--- src/rtl/rr_mutex_arbiter.sv ---
// -----------------------------------------------------------------------------
// rr_mutex_arbiter
//   N-way clocked mutual-exclusion arbiter with a four-phase req/gnt handshake.
//   Each request bit passes through SYNC synchroniser flops, then a three-state
//   FSM (IDLE -> OWN -> GAP -> IDLE) grants one requester at a time. There is
//   always at least one all-zero grant cycle between two owners. The winner is
//   either the lowest set index (MODE=0) or the first set index at or above a
//   rotating pointer (MODE=1).
//
//   Reset is asserted asynchronously. It must be released synchronously to clk
//   by the surrounding reset logic.
//
// Ports
//   clk      in   1      clock, rising edge
//   rst      in   1      asynchronous active-low reset
//   req      in   N      per-channel request (raise, hold until gnt, drop)
//   gnt      out  N      registered one-hot-or-zero grant
//   gnt_idx  out  IDX_W  index of the current or most recent owner
//   busy     out  1      high while the FSM is not in IDLE
// -----------------------------------------------------------------------------
module rr_mutex_arbiter #(
  parameter int unsigned    N     = 4,
  parameter bit             MODE  = 1'b1,
  parameter int unsigned    SYNC  = 2,
  localparam int unsigned   IDX_W = $clog2(N)
) (
  input  logic             clk,
  input  logic             rst,
  input  logic [N-1:0]     req,
  output logic [N-1:0]     gnt,
  output logic [IDX_W-1:0] gnt_idx,
  output logic             busy
);

  typedef enum logic [1:0] {
    ST_IDLE = 2'd0,
    ST_OWN  = 2'd1,
    ST_GAP  = 2'd2
  } state_t;

  logic [N-1:0]     w_req_s;
  state_t           r_state;
  state_t           w_state_nxt;
  logic [N-1:0]     r_gnt;
  logic [N-1:0]     w_gnt_nxt;
  logic [IDX_W-1:0] r_idx;
  logic [IDX_W-1:0] w_idx_nxt;
  logic [IDX_W-1:0] r_ptr;
  logic [IDX_W-1:0] w_ptr_nxt;
  logic             w_found;
  logic [IDX_W-1:0] w_win;

  // ---------------------------------------------------------------------------
  // Request synchroniser
  // ---------------------------------------------------------------------------
  generate
    if (SYNC == 0) begin : g_nosync
      assign w_req_s = req;
    end else begin : g_sync
      logic [N-1:0] r_sync [SYNC];

      // NOTE: sequential state uses non-blocking (<=) so every flop samples
      // the pre-edge value of its neighbour; blocking here would collapse the
      // whole chain into a single stage.
      // NOTE: the synchroniser flops are reset so a request that was high
      // before reset cannot produce a grant before it has been re-sampled.
      always_ff @(posedge clk or negedge rst) begin
        if (!rst) begin
          for (int s = 0; s < int'(SYNC); s++) r_sync[s] <= '0;
        end else begin
          r_sync[0] <= req;
          for (int s = 1; s < int'(SYNC); s++) r_sync[s] <= r_sync[s-1];
        end
      end

      assign w_req_s = r_sync[SYNC-1];
    end
  endgenerate

  // ---------------------------------------------------------------------------
  // Winner selection: scan N positions starting at the pointer (round-robin)
  // or at 0 (fixed priority), wrapping modulo N.
  // ---------------------------------------------------------------------------
  always_comb begin : p_pick
    int unsigned idx;
    // NOTE: every variable gets a default before any conditional assignment;
    // a path that leaves one unassigned would infer a latch.
    w_found = 1'b0;
    w_win   = '0;
    idx     = 0;
    for (int unsigned k = 0; k < N; k++) begin
      idx = k;
      if (MODE) idx = idx + 32'(r_ptr);
      if (idx >= N) idx = idx - N;
      if (!w_found && w_req_s[idx[IDX_W-1:0]]) begin
        w_found = 1'b1;
        w_win   = IDX_W'(idx);
      end
    end
  end

  // ---------------------------------------------------------------------------
  // FSM next state and registered outputs
  // ---------------------------------------------------------------------------
  always_comb begin
    w_state_nxt = r_state;
    w_gnt_nxt   = r_gnt;
    w_idx_nxt   = r_idx;
    w_ptr_nxt   = r_ptr;
    case (r_state)
      ST_IDLE: begin
        if (w_found) begin
          w_gnt_nxt        = '0;
          w_gnt_nxt[w_win] = 1'b1;
          w_idx_nxt        = w_win;
          w_ptr_nxt        = (w_win == IDX_W'(N - 1)) ? '0 : w_win + IDX_W'(1);
          w_state_nxt      = ST_OWN;
        end
      end
      ST_OWN: begin
        // The owner's request has dropped when it no longer overlaps the grant.
        if ((w_req_s & r_gnt) == '0) begin
          w_gnt_nxt   = '0;
          w_state_nxt = ST_GAP;
        end
      end
      ST_GAP: begin
        w_state_nxt = ST_IDLE;
      end
      default: begin
        w_gnt_nxt   = '0;
        w_state_nxt = ST_IDLE;
      end
    endcase
  end

  always_ff @(posedge clk or negedge rst) begin
    if (!rst) begin
      r_state <= ST_IDLE;
      r_gnt   <= '0;
      r_idx   <= '0;
      r_ptr   <= '0;
    end else begin
      r_state <= w_state_nxt;
      r_gnt   <= w_gnt_nxt;
      r_idx   <= w_idx_nxt;
      r_ptr   <= w_ptr_nxt;
    end
  end

  assign gnt     = r_gnt;
  assign gnt_idx = r_idx;
  assign busy    = (r_state != ST_IDLE);

  // ---------------------------------------------------------------------------
  // Invariants
  // ---------------------------------------------------------------------------
  a_onehot: assert property (@(posedge clk) disable iff (!rst)
    $onehot0(gnt));

  a_rise_from_idle: assert property (@(posedge clk) disable iff (!rst)
    ((gnt & ~$past(gnt)) != '0) |-> ($past(r_state) == ST_IDLE));

  a_gap_between_owners: assert property (@(posedge clk) disable iff (!rst)
    (($past(gnt) != '0) && (gnt != '0)) |-> (gnt == $past(gnt)));

  a_idle_no_gnt: assert property (@(posedge clk) disable iff (!rst)
    !busy |-> (gnt == '0));

endmodule

--- config.mk ---
export PLATFORM = sky130hd
export DESIGN_NAME = rr_mutex_arbiter
export DESIGN_NICKNAME = d
export VERILOG_FILES = /design/src/rtl/rr_mutex_arbiter.sv
export SDC_FILE = /design/constraint.sdc
export NUM_CORES = 1
export LEC_CHECK = 0
export CAP_MARGIN = 20
export CORE_ASPECT_RATIO = 0.9
export CORE_MARGIN = 4
export CORE_UTILIZATION = 40
export DETAILED_ROUTE_END_ITERATION = 16
export GPL_ROUTABILITY_DRIVEN = 0
export SLEW_MARGIN = 30
export SYNTH_ARGS = -nofsm -noshare
export SYNTH_HDL_FRONTEND = slang
export SYNTH_SLANG_ARGS = --single-unit
--- constraint.sdc ---
create_clock -name clk -period 2.9 [get_ports clk]
set_input_delay 0.435 -clock clk [delete_from_list [all_inputs] [get_ports clk]]
set_output_delay 0.435 -clock clk [all_outputs]
set_load 0.01 [all_outputs]
==> metrics.md, run 1 <==
| Metric | Value |
|---|---|
| Largest net degree at the start of global routing | 19 |
| # rows | 15 |
| Initial antenna violation count | 0 |
| RSZ-0062 raised after global routing | false |
| Post-Synth XOR/XNOR Area | 0 |
| Die Wd | 56.11 µm |
| MaxCap Viol Count | 0 |
| PD cells | 990.4 mW/mm² |
| Combinational family with the most area after synthesis | compound AO/OA/AOI/OAI gates |
| Slew Limit Fails | 0 |
| PostCTS Resize Cnt | 0 |
| Worst Max-Slew Pin Slew | 871.2 ps |
| Synth Cell Area | 833.3 µm² |
| Vias in the first global route | 593 |
| WHS Path Cells | 0 |
| Outcome | finished, final reports clean |
| Share of layout cells above drive strength 1 | 0.09195 |
| Post-synthesis adder-cell area fraction | 0.06006 |
| GRT overflow | 0 |
| Hold_ws | 357.6 ps |
| Hold Path Class | reg2reg |
| Sequential Area | 450.4 µm² |
| Crit path capture type | primary output |
| Simple-Gate Fraction of Synth Area | 0.1757 |
| Reg clk slew, reported paths | 100 ps |
| Syn Inst Count | 73 |
| Worst path max stage delay | 510 ps |
| I/O Buffers | 12 |
| Endpoints failing setup | 0 |
| Setup_tns | 0 ps |
| Net Count, Synth | 83 |
| CTS tree | yes |
| Worst Clk Skew | 5.421 ps |
| Worst reg2reg path depth | 4 |
| DRC Markers | 0 |
| DP Wirelength | 1141 µm |
| Crit-path max FO | 8 |
| Levels on crit path | 3 |
| Post-synthesis mux area share | 0.01802 |
| Synthesized flop and latch total | 18 |
| Critical-path top delay cell | clkdlybuf4s50_1 |
| CP Buf/Inv Count | 2 |
| DRT iter0 DRCs | 9 |
| Final nets | 98 |
| GRT Util Overall | 0.1308 |
| Sink Count | 18 |
| Maximum clock frequency | 0.4677 GHz |
| Max Buffers Root-to-Sink | 2 |
| Post-synth EDFFs | 0 |
| Worst-Skew Late Latency | 300 ps |
| Detail Route Antenna Nets | 0 |
| Crit-path cells | nor2_4, inv_1, clkdlybuf4s50_1 |
| Starting Density | 0.4269 |
| Vias/cell | 5.491 |
| Ys flop type | dfrtp_1 |
| Top-count cell post-synth | dfrtp_1 |
| Placed Instances | 108 |
| Worst path top cell family by delay | buffers and inverters |
| Vias post-DR | 615 |
| Fill count | 195 |
| Post-synth top area share | 0.5405 |
| Post-route insts no fill | 112 |
| Max-slew headroom | 0.4138 |
| Synth warn | 0 |
| Chip height | 51.30 µm |
| Post-DR wirelength/cell | 14.12 µm |
| Required @ worst endpoint | 2470 ps |
| Area of the multi-input gates | 360.3 µm² |
| DR pass1 iterations | 4 |
| # IOs | 13 |
| Clk root buf | clkbuf_4 |
| Period utilisation layout | 0.7373 |
| Drt total wl | 1581 µm |
| Post-route minimum period | 2138 ps |
| Syn Area/Cell | 11.42 µm² |
| Final Hold Viols | 0 |
| H-tree lvl count | 1 |
| Startpoint types | flip-flop |
| Count of different cell masters after synthesis | 33 |
| First-pass GRT wire length | 2753 µm |
| Die Area | 0.002878 mm² |
| Setup bufs post-CTS | 0 |
| Synth top area cells | dfrtp_1, ha_1, o21ai_0, a22oi_1, nand3_1 |
| Synth-to-Final Area Change | 20.72% |
| Dpl cell area | 969.7 µm² |
| CORE AREA | 0.001952 mm² |
| Leakage power | 0.4368 nW |
| FFs w/ async S/R, synth | 1.000 |
| Ant diodes | 0 |
| Post-synth top cells | dfrtp_1, o21ai_0 |
| Total CTS buffers | 3 |
| CTS hold repair buffers | 0 |
| Max VDD drop | 0.0003800 V |
| Sequential share of the synthesized area | 0.5405 |
| Post-route design area | 0.001006 mm² |
| Worst Path Arrival | 1700 ps |
| CP Class | reg2out |
| Synth Area in Compound Gates | 0.1787 |
| Post-synth top area cell | dfrtp_1 |
## cells by family (layout without fill, tap and decap cells)
| group | Yosys count | after routing |
|---|---|---|
| flip-flops | 18 | 18 |
| AND/OR/NAND/NOR | 24 | 24 |
| multiplexers | 1 | 1 |
| adder cells (fa/ha/maj) | 4 | 4 |
| buffers and inverters | 4 | 18 |
| AO/OA/AOI/OAI | 22 | 22 |
## cells in the final DEF (no fill, tap or decap), types with 2 or more instances in the layout
master,Yosys,layout
nand2_1,2,2
a21oi_1,2,2
nor2_1,4,4
nand2b_1,2,2
clkbuf_4,0,3
ha_1,4,4
inv_1,2,2
clkdlybuf4s50_1,0,12
nor2b_1,2,2
dfrtp_1,18,18
a22o_1,2,2
o21ai_0,6,6
nand3_1,4,4
a22oi_1,4,4
## final timing paths
| path | start | to | slack [ps] |
|---|---|---|---|
| max | r_state[0] | busy | 760 |
| min | g_sync.r_sync[5] | w_req_s[1] | 360 |
| max reg2reg | w_req_s[1] | r_ptr[1] | 810 |
| min reg2reg | g_sync.r_sync[5] | w_req_s[1] | 360 |
| max in group asynchronous | rst | w_req_s[1] | 1800 |
| min in group asynchronous | rst | r_ptr[1] | 600 |
## per-stage QoR
| step | setup slack, ps | power (mW) | util |
|---|---|---|---|
| 2_1_floorplan | 991.1 | 0.6745 | - |
| 3_3_place_gp | 850.7 | 0.8443 | 0.4968 |
| 3_5_place_dp | 825.2 | 0.8436 | 0.4968 |
| 4_1_cts | 755.0 | 1.006 | 0.5154 |
| 5_1_grt | 668.4 | 1.081 | 0.5154 |
| 6_report | 761.7 | 0.9963 | 0.5154 |
## area by class of cell
| type | count | area share |
|---|---|---|
| clock buffer | 4 | 0.03607 |
| inverter | 2 | 0.007463 |
| multi-input combinational | 51 | 0.3582 |
| sequential | 18 | 0.4478 |
| tap | 25 | 0.03109 |
| timing repair buffer | 12 | 0.1194 |
## report_power, final
part / leakage (nW) / total [mW] / switching [mW] / internal [mW]
Clock: 0.0210 / 0.154 / 0.0773 / 0.0766
Combinational: 0.196 / 0.439 / 0.208 / 0.231
Sequential: 0.220 / 0.404 / 0.0774 / 0.326
Total: 0.437 / 0.996 / 0.363 / 0.634
## registers in the layout (all words and copies together) (netlist names)
register / flops
gnt_idx: 2
r_state: 2
r_ptr: 2
g_sync.r_sync: 4
w_req_s: 4
gnt: 4
## layer usage
metal / up-vias / part of all wire / GRT usage
li1: 297 / - / -
met1: 298 / 0.45 / 0.1553
met2: 14 / 0.45 / 0.1926
met3: 6 / 0.058 / 0.05051
met4: 0 / 0.035 / 0.09486
met5: - / 0 / 0
Note: power is estimated with default switching activity, not from simulation.
==> run 2, diff against run 1 <==
clock period = 1.9 ns   (was 2.9 ns; I/O delays follow)
==> metrics.md, run 2 (synthesis results as in run 1) <==
| Metric | Value |
|---|---|
| Reg clk slew, reported paths | 110 ps |
| Sequential Area | 450.4 µm² |
| Post-place setup slack | 81.54 ps |
| Endpoints failing setup | 0 |
| CTS hold repair buffers | 0 |
| Post-route insts no fill | 122 |
| Dpl cell area | 0.001045 mm² |
| Comb pwr share | 0.467 |
| H-tree lvl count | 1 |
| Fill count | 181 |
| Most common cell after layout, fill and taps aside | dfrtp_1 |
| CP Buf/Inv Count | 0 |
| Drt total wl | 1648 µm |
| Post-route minimum period | 1815 ps |
| Share of layout cells above drive strength 1 | 0.1959 |
| I/O Buffers | 12 |
| Sink Count | 18 |
| DR pass1 iterations | 4 |
| Crit-path cells | or4_1, and4_1, ha_1, mux2_4 |
| Maximum clock frequency | 0.5510 GHz |
| Worst path max stage delay | 550 ps |
| Initial antenna violation count | 0 |
| Starting Density | 0.4269 |
| P_int | 1.021 mW |
| # IOs | 13 |
| Worst path top cell family by delay | simple AND/OR/NAND/NOR gates |
| Vias/cell | 5.254 |
| Setup ws final | 85.09 ps |
| Required @ worst endpoint | 2090 ps |
| CTS tree | yes |
| Detail Route Antenna Nets | 0 |
| Slew Limit Fails | 0 |
| Sw Pwr | 571.5 µW |
| Final nets | 108 |
| Setup_tns | 0 ps |
| Post-route design area | 0.001087 mm² |
| Crit-path max FO | 4 |
| DRT iter0 DRCs | 8 |
| Period utilisation layout | 0.9552 |
| Total CTS buffers | 3 |
| Max VDD drop | 0.0007562 V |
| RSZ-0062 raised after global routing | false |
| MaxCap Viol Count | 0 |
| GRT Util Overall | 0.1364 |
| DP Wirelength | 1272 µm |
| PD cells | 1465 mW/mm² |
| Worst reg2reg path depth | 4 |
| Reg2Reg Setup Slack | 90 ps |
| CORE AREA | 0.001952 mm² |
| Crit path capture type | flip-flop |
| Setup bufs post-CTS | 0 |
| Most frequent cells in the layout | dfrtp_1, clkdlybuf4s50_1, buf_4 |
| Ant diodes | 0 |
| Reg2reg end | r_ptr[1] |
| Startpoint types | flip-flop |
| Area of the multi-input gates | 366.6 µm² |
| Switching share of power | 0.3589 |
| Synth-to-Final Area Change | 30.48% |
| # rows | 15 |
| First-pass GRT wire length | 2987 µm |
| Hold Path Class | in2async |
| CP Class | reg2reg |
| Post-DR wirelength/cell | 13.51 µm |
| Die Area | 0.002878 mm² |
| Clk network pwr share | 0.144 |
| Die Wd | 56.11 µm |
| GRT overflow | 0 |
| Worst Max-Slew Pin Slew | 319.3 ps |
| Leakage power | 0.4858 nW |
| Critical-path top delay cell | or4_1 |
| Max Buffers Root-to-Sink | 2 |
| Worst Clk Skew | 15.40 ps |
| Outcome | finished, final reports clean |
| Hold_ws | 296.4 ps |
| Worst reg2reg path startpoint | w_req_s[2] |
| Vias in the first global route | 663 |
| Worst Path Arrival | 2010 ps |
| Vias post-DR | 641 |
| Sequential fraction of design power | 0.389 |
| Worst-Skew Late Latency | 290 ps |
| Largest net degree at the start of global routing | 19 |
| DRC Markers | 0 |
| Placed Instances | 118 |
| Final Hold Viols | 0 |
| Clk root buf | clkbuf_4 |
| Chip height | 51.30 µm |
| Max-slew headroom | 0.7867 |
[run 2: changes by cell type in the layout (fill, tap and decap cells not counted), sizes merged]
cell | before | now
buf | 0 | 10
[run 2: cell type report]
type                       instances  share of cell area
tap                               25             0.02877
inverter                           2            0.006905
multi-input combinational         51              0.3372
sequential                        18              0.4143
timing repair buffer              22              0.1795
clock buffer                       4             0.03337
[run 2: timing repair]
action,CTS,global route
resized for setup,0,2
endpoints found under the hold margin,0,0
endpoints found under the setup margin,0,1
[run 2: power groups by stage]
stage | clock network (mW) | logic, mW | registers (mW)
after global placement | 0 | 0.727 | 0.623
after CTS | 0.237 | 0.743 | 0.618
after global routing | 0.261 | 0.817 | 0.642
after floorplan | 0 | 0.422 | 0.608
after detailed placement | 0 | 0.739 | 0.625
final | 0.229 | 0.744 | 0.620
[run 2: through the flow]
step / util / power, mW
floorplan: - / 1.030
detailed placement: 0.5353 / 1.364
CTS: 0.5538 / 1.599
global placement: 0.5353 / 1.350
finish: 0.5571 / 1.593
global route: 0.5571 / 1.721
[run 2: worst max path at each step]
stage,start,endpoint,slack [ps],cells past startpoint
5_1_grt,w_req_s[2],r_ptr[1],1,4
3_5_place_dp,w_req_s[2],r_ptr[1],80,4
3_3_place_gp,w_req_s[2],r_ptr[1],120,4
6_report,w_req_s[2],r_ptr[1],90,4
2_1_floorplan,w_req_s[2],r_ptr[1],3,5
4_1_cts,w_req_s[2],r_ptr[1],80,4
[run 2: metal layers]
metal	up-vias	track usage	routed length [µm]
met2	15	0.2296	797
met3	2	0.05556	82
met4	0	0.03557	10
met1	311	0.1619	757
met5	-	0	0
li1	313	-	-
[run 2: worst reg2reg max path, delay by kind of cell (launching register included)]
family,cells,cell delay [ps]
adder cells (fa/ha/maj),1,300
AND/OR/NAND/NOR,2,750
flip-flops,1,410
multiplexers,1,260
==> run 3, diff against run 2 <==
CORE_ASPECT_RATIO = 1.5   (was 0.9)
SKIP_LAST_GASP = 1   (was unset)
==> metrics.md, run 3 (synthesis results as in run 1) <==
| Metric | Value |
|---|---|
| Outcome | finished, final reports clean |
| Largest net degree at the start of global routing | 19 |
| PD cells | 1480 mW/mm² |
| Final Hold Viols | 0 |
| Worst reg2reg path depth | 4 |
| Drt total wl | 1828 µm |
| Clk root buf | clkbuf_4 |
| Hold_ws | 307.9 ps |
| # rows | 20 |
| Worst Max-Slew Pin Slew | 411.9 ps |
| DRT iter0 DRCs | 21 |
| Vias in the first global route | 702 |
| Most frequent cells in the layout | dfrtp_1, clkdlybuf4s50_1, buf_4 |
| Worst-Skew Late Latency | 300 ps |
| Vias post-DR | 659 |
| Vias/cell | 5.538 |
| Die Area | 0.002892 mm² |
| DP Wirelength | 1407 µm |
| Crit path capture type | flip-flop |
| Initial antenna violation count | 0 |
| GRT overflow | 0 |
| DRC Markers | 0 |
| RSZ-0062 raised after global routing | false |
| First-pass GRT wire length | 3022 µm |
| Setup_tns | 0 ps |
| H-tree lvl count | 1 |
| I/O Buffers | 12 |
| Setup bufs post-CTS | 0 |
| Total CTS buffers | 3 |
| Fill count | 192 |
| Post-route design area | 0.001084 mm² |
| DR pass1 iterations | 4 |
| Maximum clock frequency | 0.5510 GHz |
| CORE AREA | 0.002002 mm² |
| Startpoint types | flip-flop |
| GRT Util Overall | 0.1393 |
| Max VDD drop | 0.0006308 V |
| CTS tree | yes |
| Crit-path max FO | 2 |
| Post-DR wirelength/cell | 15.36 µm |
| Final nets | 108 |
| Most common cell after layout, fill and taps aside | dfrtp_1 |
| Hold Path Class | in2async |
| Max-slew headroom | 0.7229 |
| Sink Count | 18 |
| Share of layout cells above drive strength 1 | 0.1959 |
| Detail Route Antenna Nets | 0 |
| Post-route minimum period | 1815 ps |
| Required @ worst endpoint | 2090 ps |
| Starting Density | 0.4162 |
| PostCTS Resize Cnt | 0 |
| Max Buffers Root-to-Sink | 2 |
| MaxCap Viol Count | 0 |
| Leakage power | 0.4858 nW |
| # IOs | 13 |
| Worst Path Arrival | 2010 ps |
| CP Class | reg2reg |
| Die Wd | 45.27 µm |
| Synth-to-Final Area Change | 30.03% |
| Reg clk slew, reported paths | 110 ps |
| CTS hold repair buffers | 0 |
| Worst Clk Skew | 6.858 ps |
| Chip height | 63.90 µm |
| Ant diodes | 0 |
| Period utilisation layout | 0.9552 |
| Dpl cell area | 0.001041 mm² |
| Slew Limit Fails | 0 |
| Endpoints failing setup | 0 |
==> run 3: cell counts in the layout (fill, tap and decap cells not counted) <==
Identical to the previous run, type by type.
==> run 3: worst paths after layout <==
path | from | to | slack (ps)
worst max register to register | w_req_s[2] | r_ptr[1] | 90
worst min register to register | g_sync.r_sync[7] | w_req_s[3] | 360
max in group asynchronous | rst | w_req_s[0] | 1400
worst min-delay path | rst | gnt[1] | 310
min in group clk | g_sync.r_sync[7] | w_req_s[3] | 360
worst max-delay path | w_req_s[2] | r_ptr[1] | 90
==> run 3: per-layer routing <==
| metal | vias up | routed length (µm) | share of wire | GRT usage |
|---|---|---|---|---|
| li1 | 315 | - | - | - |
| met1 | 315 | 718 | 0.39 | 0.1559 |
| met2 | 22 | 996 | 0.54 | 0.2518 |
| met3 | 7 | 74 | 0.040 | 0.01690 |
| met4 | 0 | 38 | 0.021 | 0.05495 |
| met5 | - | 0 | 0 | 0 |
==> run 3: stage by stage <==
step	setup WS [ps]	power, mW	cells	utilization
2_1_floorplan	2.576	1.030	73	-
4_1_cts	64.69	1.606	119	0.5381
6_report	85.20	1.604	119	0.5413
5_1_grt	30.04	1.712	119	0.5413
3_3_place_gp	121.1	1.351	115	0.5200
3_5_place_dp	78.02	1.368	115	0.5200
==> run 3: where the power goes <==
group / switching, mW / internal [mW]
combinational: 0.341 / 0.406
sequential: 0.116 / 0.498
clock: 0.126 / 0.117
total: 0.583 / 1.02
==> run 3: worst max-delay path, stage by stage, from the launching register on <==
cell,delay (ps)
dfrtp_1,390
or4_1,570
and4_1,200
ha_1,300
mux2_4,270
==> run 3: area by class of cell <==
type                    instances  area [µm²]  share of cell area
repair buffers                 22       195.2              0.1801
clock buffers                   4       36.28             0.03349
flip-flops and latches         18       450.4              0.4157
multi-input cells              51       366.6              0.3383
inverters                       2       7.507            0.006928
well taps                      22       27.53             0.02540
